[config.mk]
export PLATFORM = sky130hd
export DESIGN_NAME = branch_redirect_ctrl
export DESIGN_NICKNAME = d
export VERILOG_FILES = /design/src/rtl/branch_redirect_ctrl.sv
export SDC_FILE = /design/constraint.sdc
export NUM_CORES = 1
export LEC_CHECK = 0
export ABC_CLOCK_PERIOD_IN_PS = 2200
export BUFFER_PORTS_ARGS = -buffer_cell sky130_fd_sc_hd__buf_4
export CORE_MARGIN = 2
export CORE_UTILIZATION = 47
export CTS_CLUSTER_DIAMETER = 80
export DETAILED_ROUTE_END_ITERATION = 16
export GPL_TIMING_DRIVEN = 0
export PLACE_DENSITY = 0.73
export SLEW_MARGIN = 40
export SYNTH_ARGS = -nofsm -noshare
export SYNTH_HDL_FRONTEND = slang
export SYNTH_SLANG_ARGS = --single-unit
export TNS_END_PERCENT = 5
[constraint.sdc]
create_clock -name clk -period 2.2 [get_ports clk]
set_input_delay 0.11 -clock clk [delete_from_list [all_inputs] [get_ports clk]]
set_output_delay 0.11 -clock clk [all_outputs]
set_load 0.05 [all_outputs]
[src/rtl/branch_redirect_ctrl.sv]
// Turns a resolved EX-stage branch/jump into a PC redirect handshake toward fetch,
// flushes the wrong-path pipeline registers and arbitrates against load-use stalls.
module branch_redirect_ctrl #(
   parameter int FLUSH_CYCLES = 2,
   parameter int CNT_W        = 32
) (
   input  logic             clk,
   input  logic             rst_n,
   input  logic             ex_valid,
   input  logic [1:0]       ex_br_taken,
   input  logic [31:0]      ex_target,
   input  logic             id_load_use,
   input  logic             fetch_ready,
   output logic             redirect_valid,
   output logic [31:0]      redirect_pc,
   output logic             flush_ifid,
   output logic             flush_idex,
   output logic             stall_if,
   output logic             stall_id,
   output logic [CNT_W-1:0] br_cnt,
   output logic [CNT_W-1:0] jmp_cnt
);

   typedef enum logic [1:0] {
      IDLE     = 2'd0,
      REDIRECT = 2'd1,
      DRAIN    = 2'd2
   } state_t;

   localparam logic [3:0] DRAIN_INIT = (FLUSH_CYCLES == 0) ? 4'd0 : 4'(FLUSH_CYCLES - 1);

   state_t     state, state_nxt;
   logic [3:0] drain_cnt, drain_cnt_nxt;
   logic       is_br, is_jmp, event_hit;

   function automatic logic [CNT_W-1:0] sat_inc(input logic [CNT_W-1:0] v);
      return (&v) ? v : v + {{(CNT_W-1){1'b0}}, 1'b1};
   endfunction

   // Code 11 is reserved and behaves like not-taken.
   assign is_br     = ex_valid && (ex_br_taken == 2'b01);
   assign is_jmp    = ex_valid && (ex_br_taken == 2'b10);
   assign event_hit = (state == IDLE) && (is_br || is_jmp);

   // rst_n gating keeps the stall outputs low while reset is held.
   assign stall_if = rst_n & id_load_use & (state == IDLE) & ~event_hit;
   assign stall_id = stall_if;

   always_comb begin
      state_nxt      = state;
      drain_cnt_nxt  = drain_cnt;
      redirect_valid = 1'b0;
      flush_ifid     = 1'b0;
      flush_idex     = 1'b0;
      case (state)
         IDLE: begin
            if (event_hit) state_nxt = REDIRECT;
         end
         REDIRECT: begin
            redirect_valid = 1'b1;
            flush_ifid     = 1'b1;
            flush_idex     = 1'b1;
            if (fetch_ready) begin
               if (FLUSH_CYCLES == 0) begin
                  state_nxt = IDLE;
               end else begin
                  state_nxt     = DRAIN;
                  drain_cnt_nxt = DRAIN_INIT;
               end
            end
         end
         DRAIN: begin
            flush_ifid = 1'b1;
            if (drain_cnt == 4'd0) state_nxt = IDLE;
            else                   drain_cnt_nxt = drain_cnt - 4'd1;
         end
         default: state_nxt = IDLE;
      endcase
   end

   always_ff @(posedge clk or negedge rst_n) begin
      if (!rst_n) begin
         state       <= IDLE;
         drain_cnt   <= 4'd0;
         redirect_pc <= 32'd0;
         br_cnt      <= '0;
         jmp_cnt     <= '0;
      end else begin
         state     <= state_nxt;
         drain_cnt <= drain_cnt_nxt;
         if (event_hit) begin
            redirect_pc <= ex_target;
            if (is_br)  br_cnt  <= sat_inc(br_cnt);
            if (is_jmp) jmp_cnt <= sat_inc(jmp_cnt);
         end
      end
   end

endmodule

==> flow_summary.rst, run 1 <==
.. list-table::
   :header-rows: 1

   * - Metric
     - Value
   * - Number of buffers added by the clock tree synthesis step
     - 9
   * - Sequential cell area
     - roughly 2600 um2
   * - Routability Congestion
     - roughly 0.80
   * - Count of flip-flops with a built-in enable after synthesis
     - 0
   * - Sequential element share of the synthesized area
     - approximately 54%
   * - Total Die Area
     - approximately 11,000 um2
   * - Worst min-delay path class
     - in2reg
   * - Transition time at the pin with the least slew margin
     - about 0.55 ns
   * - Synth Instances
     - 400
   * - Post-Route Setup TNS
     - 0 ns
   * - Number of filler instances in the final layout
     - 743
   * - Clk pwr share
     - between 15 and 20%
   * - Count of state elements after synthesis
     - 102
   * - Yosys warning count
     - 0
   * - Area share of the largest cell type after synthesis
     - approximately 54%
   * - Max Fanout on Critical Path
     - 8
   * - Final hold viol count
     - 0
   * - Max IR drop VDD
     - between 0.0008 and 0.0009 V
   * - # DRC
     - 0
   * - TritonCTS clock tree
     - built
   * - Count of unique library cells instantiated by Yosys
     - 46
   * - Worst path required time
     - 2.47 ns
   * - Overall via count from detail_route
     - between 3,000 and 4,000
   * - Worst Setup Path Type
     - reg2reg
   * - Post-synthesis net count
     - ~450
   * - Worst Setup End Kind
     - flop
   * - Crit path from
     - jmp_cnt[0]
   * - Depth of the most critical reg-to-reg path
     - 6
   * - Initial core utilization
     - between 40 and 50%
   * - Count of max-cap constraint violations
     - 0
   * - WHS Path Cells
     - 3
   * - Avg WL per Cell
     - about 16 um
   * - Net switching component of the power
     - a little under 3 mW
   * - Core Area
     - slightly below 10,000 um2
   * - Final routed wirelength across all metal layers
     - about 12,000 um
   * - Delay contributed by the slowest stage of the critical path
     - ~0.57 ns
   * - GRT overflow
     - 0
   * - Largest clock skew in the final design
     - 0.0124 ns
   * - Sequence of cells on the critical path
     - ha_4 -> nand3_2 -> or4_4 -> o31a_1 -> buf_6 -> mux2_4
   * - Final clock period utilization by the worst path
     - just under 100%
   * - CP max-delay cell
     - sky130_fd_sc_hd__or4_4
   * - Post-synthesis area per instance
     - ~12 um2
   * - Switching portion of total power
     - about 43%
   * - Post-Synthesis Cell Area
     - 4700 um2
   * - Final worst-path setup slack
     - 0.0542 ns
   * - Clock transition at the register clock pins on the worst setup and hold paths after CTS
     - roughly 0.10 ns
   * - H-tree depth
     - 3
   * - Clk sink count
     - around 100
   * - Largest net degree at the start of global routing
     - 104
   * - F_max
     - about 470 MHz
   * - Critical Path Start Type
     - flop
   * - Power density over the cells
     - approximately 1000 nW/um2
   * - Leakage power total
     - ~3.1 nW
   * - Status
     - completed
   * - Initial detailed-routing violation count
     - 168
   * - Number of pins with negative max-slew slack in the final report
     - 0
   * - Share of power burned in combinational logic
     - between 40 and 50%
   * - Number of nets in the final layout
     - approximately 630
   * - Launch instance of the worst register-to-register path
     - jmp_cnt[0]
   * - Vias in the first global route
     - approximately 3,900
   * - DRT antenna net count
     - 0
   * - PortBufs
     - around 140
   * - Router iterations before antenna repair
     - 4
   * - Clock insertion delay at the later pin of the skew report
     - 0.38 ns
   * - Area used by multi-input combinational logic
     - 2150 um2
   * - Pre-CTS setup slack
     - -0.146 ns
   * - Share of total power in sequential cells
     - 37.4%
   * - Internal power component
     - a little under 4 mW
   * - Final total power
     - 6.92 mW
   * - # rows
     - 36
   * - Leading area contributor after synthesis
     - sky130_fd_sc_hd__dfrtp_1
   * - Minimum clock period
     - 2.15 ns
   * - Worst Hold End
     - drain_cnt[1]
   * - Clock buffer depth
     - 2
   * - Register-to-register setup slack
     - 0.05 ns
   * - I/O pin count
     - 140
   * - Synthesis-to-finish area growth
     - 41.2%
   * - Global Route Usage Sum
     - between 20 and 25%
   * - Count of placed standard cells including taps
     - about 670
   * - Unrepaired setup endpoints after global routing
     - true
   * - Die span in y
     - 104 um
   * - Clock tree root buffer cell
     - sky130_fd_sc_hd__clkbuf_8
   * - Wire length of the first global-routing pass
     - a little under 20,000 um
   * - Relative slew margins
     - 63.5%
   * - Diodes inserted
     - 0
   * - Ys async rst share
     - 100%
   * - Final cell count without fillers
     - just over 700
   * - Post-DR vias/cell
     - between 5 and 6
   * - Dominant synthesized flop cell
     - sky130_fd_sc_hd__dfrtp_1
   * - X dimension of the die
     - 104 um
   * - Signal arrival time at the worst endpoint
     - approximately 2.4 ns
   * - Final-report setup violation count
     - 0
   * - Synth area leaders
     - sky130_fd_sc_hd__dfrtp_1 54%, sky130_fd_sc_hd__mux2_2 8.1%, sky130_fd_sc_hd__xnor2_1 7.8%, sky130_fd_sc_hd__xor2_1 3.7%, sky130_fd_sc_hd__nand4_1 3.5%
   * - Ratio of cells with drive above 1 in the final layout
     - about two fifths
   * - Number of antenna violations at the first check in global routing
     - 0
   * - Worst min-delay path startpoint
     - fetch_ready
   * - Capturing point of the worst reg2reg path
     - jmp_cnt[1]
   * - Half-perimeter wire length after placement
     - 7990 um
==> metal layers <==
metal	part of all wire (%)	vias to the layer above	track usage [%]	wire length (um)
li1	-	1795	-	-
met1	40	1880	26.5	4730
met2	52	100	38.0	6190
met3	4.7	28	6.70	551
met4	3.0	0	8.20	352
met5	0	-	0	0
==> metrics by stage <==
step / hold slack (ns) / cell area, um2 / utilization, %
floorplan: -0.186 / 4740 / -
global placement: 0.343 / 5950 / 61.2
detailed placement: 0.216 / 5960 / 61.3
CTS: 0.0742 / 6530 / 67.1
global route: 0.0760 / 6640 / 68.3
finish: 0.107 / 6640 / 68.3
==> worst max path at each step <==
stage / end / slack, ns
final: jmp_cnt[1] / 0.05
after global routing: br_cnt[9] / -0.06
after CTS: jmp_cnt[31] / -0.12
after floorplan: jmp_cnt[1] / -0.01
after detailed placement: br_cnt[13] / -0.15
after global placement: br_cnt[11] / -0.10
==> cell type report <==
class / count / area share (%)
sequential: 102 / 38.8
multi-input combinational: 277 / 32.4
timing repair buffer: 176 / 21.5
tap: 133 / 2.51
clock buffer: 12 / 2.34
buffer: 13 / 1.15
clock inverter: 4 / 0.791
inverter: 8 / 0.452
==> critical path: cells and delay by family, from the launching register on <==
kind / cells / cell delay [ns]
multiplexers: 1 / 0.29
flip-flops: 1 / 0.45
AO/OA/AOI/OAI: 1 / 0.31
buffers and inverters: 1 / 0.14
AND/OR/NAND/NOR: 2 / 0.68
adder cells (fa/ha/maj): 1 / 0.16
==> flip-flops by register name, indices dropped and copies added, names as in the netlist <==
name and count:
br_cnt 32, drain_cnt 4, redirect_pc 32, state 2, jmp_cnt 32
==> synth_stat cells (2+ instances only) <==
cell type,n
sky130_fd_sc_hd__nand4_1,26
sky130_fd_sc_hd__mux2i_1,2
sky130_fd_sc_hd__or2_2,2
sky130_fd_sc_hd__nand2_1,18
sky130_fd_sc_hd__clkbuf_1,5
sky130_fd_sc_hd__inv_1,8
sky130_fd_sc_hd__buf_2,2
sky130_fd_sc_hd__nor4b_1,3
sky130_fd_sc_hd__xnor2_1,42
sky130_fd_sc_hd__a21oi_1,6
sky130_fd_sc_hd__buf_1,3
sky130_fd_sc_hd__buf_4,2
sky130_fd_sc_hd__nor4_1,4
sky130_fd_sc_hd__xor2_1,20
sky130_fd_sc_hd__dfrtp_1,102
sky130_fd_sc_hd__nand2b_1,7
sky130_fd_sc_hd__nor3_1,15
sky130_fd_sc_hd__o21ai_0,6
sky130_fd_sc_hd__and4_1,4
sky130_fd_sc_hd__nor2_1,17
sky130_fd_sc_hd__nand3b_1,2
sky130_fd_sc_hd__nand3_1,27
sky130_fd_sc_hd__ha_1,7
sky130_fd_sc_hd__mux2_2,34
sky130_fd_sc_hd__nor3b_1,2
sky130_fd_sc_hd__and3_1,14
==> cells by family (layout without fill, tap and decap cells) <==
kind of cell,after synthesis,after routing,share of synthesized area [%]
compound gates,20,20,3.14
buf+inv,21,213,2.05
xor+xnor,62,62,11.5
fa+ha+maj,7,7,1.86
mux,37,37,8.89
flops,102,102,54.3
simple gates,151,151,18.2
==> placed cells by master, fill, tap and decap left out, types with 5 or more instances in the layout <==
master and count:
sky130_fd_sc_hd__mux2_2 34, sky130_fd_sc_hd__inv_1 8, sky130_fd_sc_hd__xor2_1 20, sky130_fd_sc_hd__o21ai_0 5
sky130_fd_sc_hd__xnor2_1 42, sky130_fd_sc_hd__nand2b_1 7, sky130_fd_sc_hd__buf_4 143, sky130_fd_sc_hd__nand2_1 18
sky130_fd_sc_hd__nand4_1 26, sky130_fd_sc_hd__dfrtp_1 81, sky130_fd_sc_hd__dlygate4sd3_1 33, sky130_fd_sc_hd__ha_1 5
sky130_fd_sc_hd__nand3_1 26, sky130_fd_sc_hd__a21oi_1 6, sky130_fd_sc_hd__nor3_1 14, sky130_fd_sc_hd__and3_1 13
sky130_fd_sc_hd__dfrtp_2 21, sky130_fd_sc_hd__clkbuf_8 11, sky130_fd_sc_hd__nor2_1 17
==> timing repair <==
item                                    CTS  global route
resized for setup                         6            17
endpoints found under the setup margin   35            66
pin swaps                                 1             4
hold buffers                             33             0
endpoints found under the hold margin   134             0
buffers inserted                          0             3
==> power by group through the flow <==
stage / logic [mW] / clock network [mW] / registers (mW)
5_1_grt: 3.23 / 1.36 / 2.65
2_1_floorplan: 0.829 / 0 / 3.85
3_5_place_dp: 3.02 / 0 / 2.62
6_report: 3.09 / 1.24 / 2.59
3_3_place_gp: 2.97 / 0 / 2.59
4_1_cts: 3.08 / 1.28 / 2.59
No activity file was read; power rests on OpenSTA's default activity.
==> run 2: changes to the inputs <==
--- a/config.mk
+++ b/config.mk
@@ -9,4 +9,6 @@
 export BUFFER_PORTS_ARGS = -buffer_cell sky130_fd_sc_hd__buf_4
+export CELL_PAD_IN_SITES_DETAIL_PLACEMENT = 0
+export CELL_PAD_IN_SITES_GLOBAL_PLACEMENT = 1
 export CORE_MARGIN = 2
-export CORE_UTILIZATION = 47
+export CORE_UTILIZATION = 36
 export CTS_CLUSTER_DIAMETER = 80
@@ -14,3 +16,3 @@
 export GPL_TIMING_DRIVEN = 0
-export PLACE_DENSITY = 0.73
+export PLACE_DENSITY = 0.72
 export SLEW_MARGIN = 40
==> constraint.sdc (replaced) <==
create_clock -name clk -period 2.2 [get_ports clk]
set_input_delay 0.66 -clock clk [delete_from_list [all_inputs] [get_ports clk]]
set_output_delay 0.66 -clock clk [all_outputs]
set_load 0.05 [all_outputs]
==> run 2 against run 1 <==
Sequential cell count is the same. Final area shrank 1.8%. Utilization shrank 17 points. Sequential share of layout area grew 0.55 points. First-iteration DRC count shrank 20%. Fmax shrank 1.6%. Global-route usage shrank 5.8 points. Non-clock buffer count shrank 33. Setup slack lost 0.036 ns.
==> flow_summary.rst, run 2 (synthesized netlist as in run 1, its figures left out) <==
.. list-table::
   :header-rows: 1

   * - Metric
     - Value
   * - Wire length of the first global-routing pass
     - 18,700 um (-3.2%)
   * - Worst Setup Path Type
     - in2out
   * - Overall via count from detail_route
     - 3,650 (-4.0%)
   * - Core Area
     - 12,700 um2 (+30%)
   * - Post-Route Setup TNS
     - 0 ns (unchanged)
   * - Max Fanout on Critical Path
     - 4 (-4)
   * - Relative slew margins
     - 66.5% (+3.0 points)
   * - Clock tree root buffer cell
     - sky130_fd_sc_hd__clkbuf_16
   * - Leakage power total
     - 3.05 nW (-2.1%)
   * - Initial detailed-routing violation count
     - 134 (-20%)
   * - Worst min-delay path class
     - in2async
   * - Status
     - completed
   * - Final routed wirelength across all metal layers
     - 11,100 um (-5.8%)
   * - Capturing point of the worst reg2reg path
     - jmp_cnt[1]
   * - Detailed-route wire length on metal 1
     - 5040 um (+6.5%)
   * - Number of buffers added by the clock tree synthesis step
     - 9 (unchanged)
   * - Avg WL per Cell
     - 15.2 um (-6.6%)
   * - Global Route Usage Sum
     - 16.5% (-5.8 points)
   * - Clock transition at the register clock pins on the worst setup and hold paths after CTS
     - 0.07 ns (-0.03 ns)
   * - F_max
     - 458 MHz (-1.6%)
   * - # DRC
     - 0 (unchanged)
   * - Number of buffers inserted for hold repair after clock tree synthesis
     - 0 (-100%)
   * - Most frequent cells in the layout
     - 141 x sky130_fd_sc_hd__buf_4, 89 x sky130_fd_sc_hd__dfrtp_1, 41 x sky130_fd_sc_hd__xnor2_1, 34 x sky130_fd_sc_hd__mux2_2
   * - Routed met2 length
     - 5430 um (-12%)
   * - TritonCTS clock tree
     - built
   * - Clock buffer depth
     - 2 (unchanged)
   * - Clk sink count
     - 102 (unchanged)
   * - Final total power
     - 7.28 mW (+5.2%)
   * - Synthesis-to-finish area growth
     - 38.7%
   * - Pre-CTS setup slack
     - -0.404 ns (-0.258 ns)
   * - Crit path to
     - stall_if
   * - Minimum clock period
     - 2.18 ns (+0.0356 ns)
   * - PortBufs
     - 139 (unchanged)
   * - Depth of the most critical reg-to-reg path
     - 6 (unchanged)
   * - Number of nets in the final layout
     - 600 (-5.2%)
   * - Most common library cell in the layout ignoring fill and taps
     - sky130_fd_sc_hd__buf_4
   * - Top layer used by detailed routing
     - met4
   * - GRT overflow
     - 0 (unchanged)
   * - Unrepaired setup endpoints after global routing
     - true
   * - Crit path from
     - ex_br_taken[0]
   * - Routability Congestion
     - 0.773 (-3.3%)
   * - Final hold viol count
     - 0 (unchanged)
   * - Largest clock skew in the final design
     - 0.00773 ns (-0.00463 ns)
   * - Number of filler instances in the final layout
     - 1,154 (+55%)
   * - Router iterations before antenna repair
     - 4 (unchanged)
   * - Number of pins with negative max-slew slack in the final report
     - 0 (unchanged)
   * - Diodes inserted
     - 0 (unchanged)
   * - Critical Path Start Type
     - input pin
   * - Count of max-cap constraint violations
     - 0 (unchanged)
   * - Met3 Wirelength
     - 464 um (-16%)
   * - Vias in the first global route
     - 3,601 (-7.0%)
   * - Die span in y
     - 118 um (+14%)
   * - Ratio of cells with drive above 1 in the final layout
     - 43.6% (+2.4 points)
   * - H-tree depth
     - 3 (unchanged)
   * - # rows
     - 41 (+14%)
   * - Max IR drop VDD
     - 0.000772 V (-9.5%)
   * - Final-report setup violation count
     - 0 (unchanged)
   * - Signal arrival time at the worst endpoint
     - 1.52 ns (-0.90 ns)
   * - Core utilization of the finished layout
     - 51.5% (-17 points)
   * - I/O pin count
     - 140 (unchanged)
   * - Largest registers
     - br_cnt: 32 flops, jmp_cnt: 32 flops, redirect_pc: 32 flops
   * - Launch instance of the worst register-to-register path
     - jmp_cnt[0]
   * - Clock insertion delay at the later pin of the skew report
     - 0.34 ns (-0.04 ns)
   * - Number of antenna violations at the first check in global routing
     - 0 (unchanged)
   * - Register-to-register setup slack
     - 0.07 ns (+0.02 ns)
   * - X dimension of the die
     - 118 um (+14%)
   * - DRT antenna net count
     - 0 (unchanged)
   * - Transition time at the pin with the least slew margin
     - 0.503 ns (-0.0445 ns)
   * - Power density over the cells
     - 1120 nW/um2 (+7.1%)
   * - Post-DR vias/cell
     - 4.99 (-4.8%)
   * - Largest net degree at the start of global routing
     - 53 (-49%)
   * - Final clock period utilization by the worst path
     - 99.2% (+1.6 points)
   * - Initial core utilization
     - 37.1% (-11 points)
   * - Total Die Area
     - 14,000 um2 (+29%)
   * - Worst path required time
     - 1.54 ns (-0.93 ns)
   * - Half-perimeter wire length after placement
     - 7720 um (-3.4%)
   * - Final worst-path setup slack
     - 0.0187 ns (-0.0356 ns)
   * - Worst Setup End Kind
     - output pin
[run 2: cell count changes in the layout (fill, tap and decap cells not counted), sizes merged]
cell | previous run | this run
clkinvlp | 0 | 1
bufbuf | 0 | 1
inv | 10 | 8
dlygate4sd3 | 33 | 0
[run 2: worst min path at each step]
stage                start          end  slack (ns)  cells past startpoint
4_1_cts              rst_n   jmp_cnt[3]        0.17                      1
3_3_place_gp   jmp_cnt[15]  jmp_cnt[15]        0.47                      1
5_1_grt              rst_n   jmp_cnt[3]        0.19                      1
3_5_place_dp   jmp_cnt[15]  jmp_cnt[15]        0.47                      1
2_1_floorplan        rst_n    br_cnt[0]        0.36                      0
6_report             rst_n   jmp_cnt[4]        0.17                      1
[run 2: timing repair]
| action | CTS | global route |
|---|---|---|
| cloned | 1 | 0 |
| pin swaps | 3 | 2 |
| gates resized for setup | 20 | 16 |
| endpoints found under the setup margin | 43 | 63 |
| buffers inserted | 3 | 0 |
[run 2: metrics by stage]
step           hold WS [ns]  cell area (um2)  std cells
2_1_floorplan         0.364             4740        400
3_3_place_gp          0.468             6000        711
3_5_place_dp          0.474             6010        711
4_1_cts               0.173             6480        731
5_1_grt               0.185             6530        731
6_report              0.169             6530        731
[run 2: routing by layer]
metal,global-route usage [%],up-vias
met5,0,-
met3,2.94,15
met4,6.63,0
met2,25.6,91
met1,22.7,1812
li1,-,1732
[run 2: power by group]
group | switching [mW] | leakage (nW) | internal (mW)
clock | 0.678 | 0.152 | 0.974
combinational | 1.98 | 1.59 | 1.07
sequential | 0.291 | 1.31 | 2.28
[run 2: cell type report]
| type | instances | area (um2) | area share [%] |
|---|---|---|---|
| flip-flops and latches | 102 | 2570 | 39.4 |
| multi-input cells | 277 | 2190 | 33.6 |
| repair buffers | 143 | 1130 | 17.3 |
| clock buffers | 13 | 270 | 4.14 |
| well taps | 172 | 215 | 3.30 |
| plain buffers | 13 | 78.8 | 1.21 |
| clock inverters | 3 | 42.5 | 0.652 |
| inverters | 8 | 30.0 | 0.460 |
[run 2: critical path, cell delays in order]
cell and delay, ns:
sky130_fd_sc_hd__buf_4 0.14, sky130_fd_sc_hd__xnor2_4 0.13, sky130_fd_sc_hd__nand2b_4 0.15, sky130_fd_sc_hd__and4_4 0.21
sky130_fd_sc_hd__buf_6 0.09, sky130_fd_sc_hd__buf_8 0.13
==> run 3: changes to the inputs <==
- SETUP_SLACK_MARGIN: not set -> 0.02
==> run 3 against run 2 <==
Clock power is essentially flat. Critical path depth is the same. Clock skew grew 0.0011 ns. Sequential power is essentially flat. Final area grew 0.63%. Utilization grew 0.33 points. Register-to-register slack is essentially flat. Critical path type unchanged.
==> flow_summary.rst, run 3 (synthesized netlist as in run 1, its figures left out) <==
.. list-table::
   :header-rows: 1

   * - Metric
     - Value
   * - Power density over the cells
     - 1110 nW/um2 (-0.54%)
   * - Initial detailed-routing violation count
     - 132 (-1.5%)
   * - Final-report setup violation count
     - 0 (unchanged)
   * - Number of buffers inserted for hold repair after clock tree synthesis
     - 0 (unchanged)
   * - Worst path required time
     - 1.54 ns (about the same)
   * - Signal arrival time at the worst endpoint
     - 1.51 ns (about the same)
   * - Number of nets in the final layout
     - 601 (+0.17%)
   * - Number of buffers added by the clock tree synthesis step
     - 9 (unchanged)
   * - Delay-heaviest family, CP
     - simple AND/OR/NAND/NOR gates
   * - Critical Path Start Type
     - input pin
   * - Number of filler instances in the final layout
     - 1,147 (-0.61%)
   * - Number of antenna violations at the first check in global routing
     - 0 (unchanged)
   * - Router iterations before antenna repair
     - 4 (unchanged)
   * - Worst min-delay path class
     - in2async
   * - Synthesis-to-finish area growth
     - 39.6%
   * - # DRC
     - 0 (unchanged)
   * - Count of placed standard cells including taps
     - 711 (unchanged)
   * - Post-Route Setup TNS
     - 0 ns (unchanged)
   * - Buffer and inverter count on the worst path
     - 3 (unchanged)
   * - Total Die Area
     - 14,000 um2 (unchanged)
   * - Clk sink count
     - 102 (unchanged)
   * - Transition time at the pin with the least slew margin
     - 0.479 ns (-0.0235 ns)
   * - Clock transition at the register clock pins on the worst setup and hold paths after CTS
     - 0.07 ns (about the same)
   * - Most numerous cell on the critical path
     - sky130_fd_sc_hd__buf_8
   * - Diodes inserted
     - 0 (unchanged)
   * - Most common library cell in the layout ignoring fill and taps
     - sky130_fd_sc_hd__buf_4
   * - I/O pin count
     - 140 (unchanged)
   * - Most frequent cells in the layout
     - 141 x sky130_fd_sc_hd__buf_4, 89 x sky130_fd_sc_hd__dfrtp_1, 41 x sky130_fd_sc_hd__xnor2_1, 34 x sky130_fd_sc_hd__mux2_2
   * - Final total power
     - 7.28 mW (about the same)
   * - Final worst-path setup slack
     - 0.0293 ns (+0.0106 ns)
   * - Hold Slack
     - 0.171 ns (+0.00215 ns)
   * - X dimension of the die
     - 118 um (unchanged)
   * - Final hold viol count
     - 0 (unchanged)
   * - # rows
     - 41 (unchanged)
   * - Avg WL per Cell
     - 15.3 um (+0.25%)
   * - Leakage power total
     - 3.09 nW (+1.4%)
   * - Core Area
     - 12,700 um2 (unchanged)
   * - DRT antenna net count
     - 0 (unchanged)
   * - Clock tree root buffer cell
     - sky130_fd_sc_hd__clkbuf_16
   * - CP max-delay cell
     - sky130_fd_sc_hd__and4_4
   * - F_max
     - 461 MHz (+0.49%)
   * - Worst Setup End Kind
     - output pin
   * - Final routed wirelength across all metal layers
     - 11,200 um (+0.39%)
   * - Count of max-cap constraint violations
     - 0 (unchanged)
   * - Ratio of cells with drive above 1 in the final layout
     - 44.1% (+0.46 points)
   * - Largest clock skew in the final design
     - 0.00882 ns (+0.00109 ns)
   * - TritonCTS clock tree
     - built
   * - Status
     - completed
   * - Pre-CTS setup slack
     - -0.404 ns (unchanged)
   * - Unrepaired setup endpoints after global routing
     - true
   * - Max Fanout on Critical Path
     - 4 (unchanged)
   * - Vias in the first global route
     - 3,601 (unchanged)
   * - Initial core utilization
     - 37.1% (unchanged)
   * - Overall via count from detail_route
     - 3,635 (-0.41%)
   * - Minimum clock period
     - 2.17 ns (-0.0106 ns)
   * - Max IR drop VDD
     - 0.000772 V (about the same)
   * - Number of pins with negative max-slew slack in the final report
     - 0 (unchanged)
   * - Global Route Usage Sum
     - 16.5% (unchanged)
   * - Largest registers
     - br_cnt: 32 flops, jmp_cnt: 32 flops, redirect_pc: 32 flops
   * - Delay contributed by the slowest stage of the critical path
     - 0.21 ns (about the same)
   * - Final cell count without fillers
     - 732 (+0.14%)
   * - Relative slew margins
     - 68.0% (+1.6 points)
   * - Clock buffer depth
     - 2 (unchanged)
   * - Worst Setup Path Type
     - in2out
   * - Wire length of the first global-routing pass
     - 18,700 um (unchanged)
   * - Half-perimeter wire length after placement
     - 7720 um (unchanged)
   * - Largest net degree at the start of global routing
     - 53 (unchanged)
   * - Die span in y
     - 118 um (unchanged)
   * - GRT overflow
     - 0 (unchanged)
   * - PortBufs
     - 139 (unchanged)
   * - H-tree depth
     - 3 (unchanged)
   * - Routability Congestion
     - 0.773 (unchanged)
   * - Final clock period utilization by the worst path
     - 98.7% (-0.48 points)
   * - Post-DR vias/cell
     - 4.97 (-0.55%)
   * - Clock insertion delay at the later pin of the skew report
     - 0.34 ns (about the same)
   * - Sequence of cells on the critical path
     - buf_8 -> xnor2_4 -> nand2b_4 -> and4_4 -> buf_6 -> buf_8
## run 3: repair_timing
item | 4_1_cts | 5_1_grt
gates cloned | 1 | 0
buffers inserted | 3 | 1
endpoints found under the setup margin | 56 | 70
resized for setup | 20 | 23
pin swaps | 2 | 4
## run 3: final timing paths
kind / startpoint / to / slack (ns) / cells past startpoint
max in group asynchronous: rst_n / br_cnt[21] / 1.66 / 1
worst max register to register: jmp_cnt[0] / jmp_cnt[1] / 0.07 / 6
worst min-delay path: rst_n / jmp_cnt[4] / 0.17 / 1
worst min register to register: jmp_cnt[15] / jmp_cnt[15] / 0.49 / 1
min in group clk: jmp_cnt[15] / jmp_cnt[15] / 0.49 / 1
worst max-delay path: ex_br_taken[0] / stall_if / 0.03 / 6
## run 3: layer usage
layer / wire length, um / global-route usage [%] / part of all wire [%]
met3: 463 / 2.94 / 4.1
met1: 5070 / 22.7 / 45
met5: 0 / 0 / 0
met2: 5450 / 25.6 / 49
met4: 202 / 6.63 / 1.8
## run 3: area by class of cell
type	count	area, um2	share of cell area [%]
Clock inverter	3	42.5	0.648
Multi-Input combinational cell	277	2210	33.7
Buffer	13	81.3	1.24
Sequential cell	102	2570	39.1
Tap cell	172	215	3.28
Inverter	8	30.0	0.457
Clock buffer	13	270	4.12
Timing Repair Buffer	144	1140	17.4
## run 3: report_power, final
| part | internal (mW) | switching, mW | leakage, nW |
|---|---|---|---|
| clock | 0.974 | 0.678 | 0.152 |
| combinational | 1.07 | 1.98 | 1.63 |
| sequential | 2.28 | 0.292 | 1.31 |
## run 3: stage by stage
stage / utilization, % / instance area (um2)
after detailed placement: 47.4 / 6010
after global placement: 47.4 / 6000
after CTS: 51.2 / 6480
after floorplan: - / 4740
final: 51.8 / 6570
after global routing: 51.8 / 6570
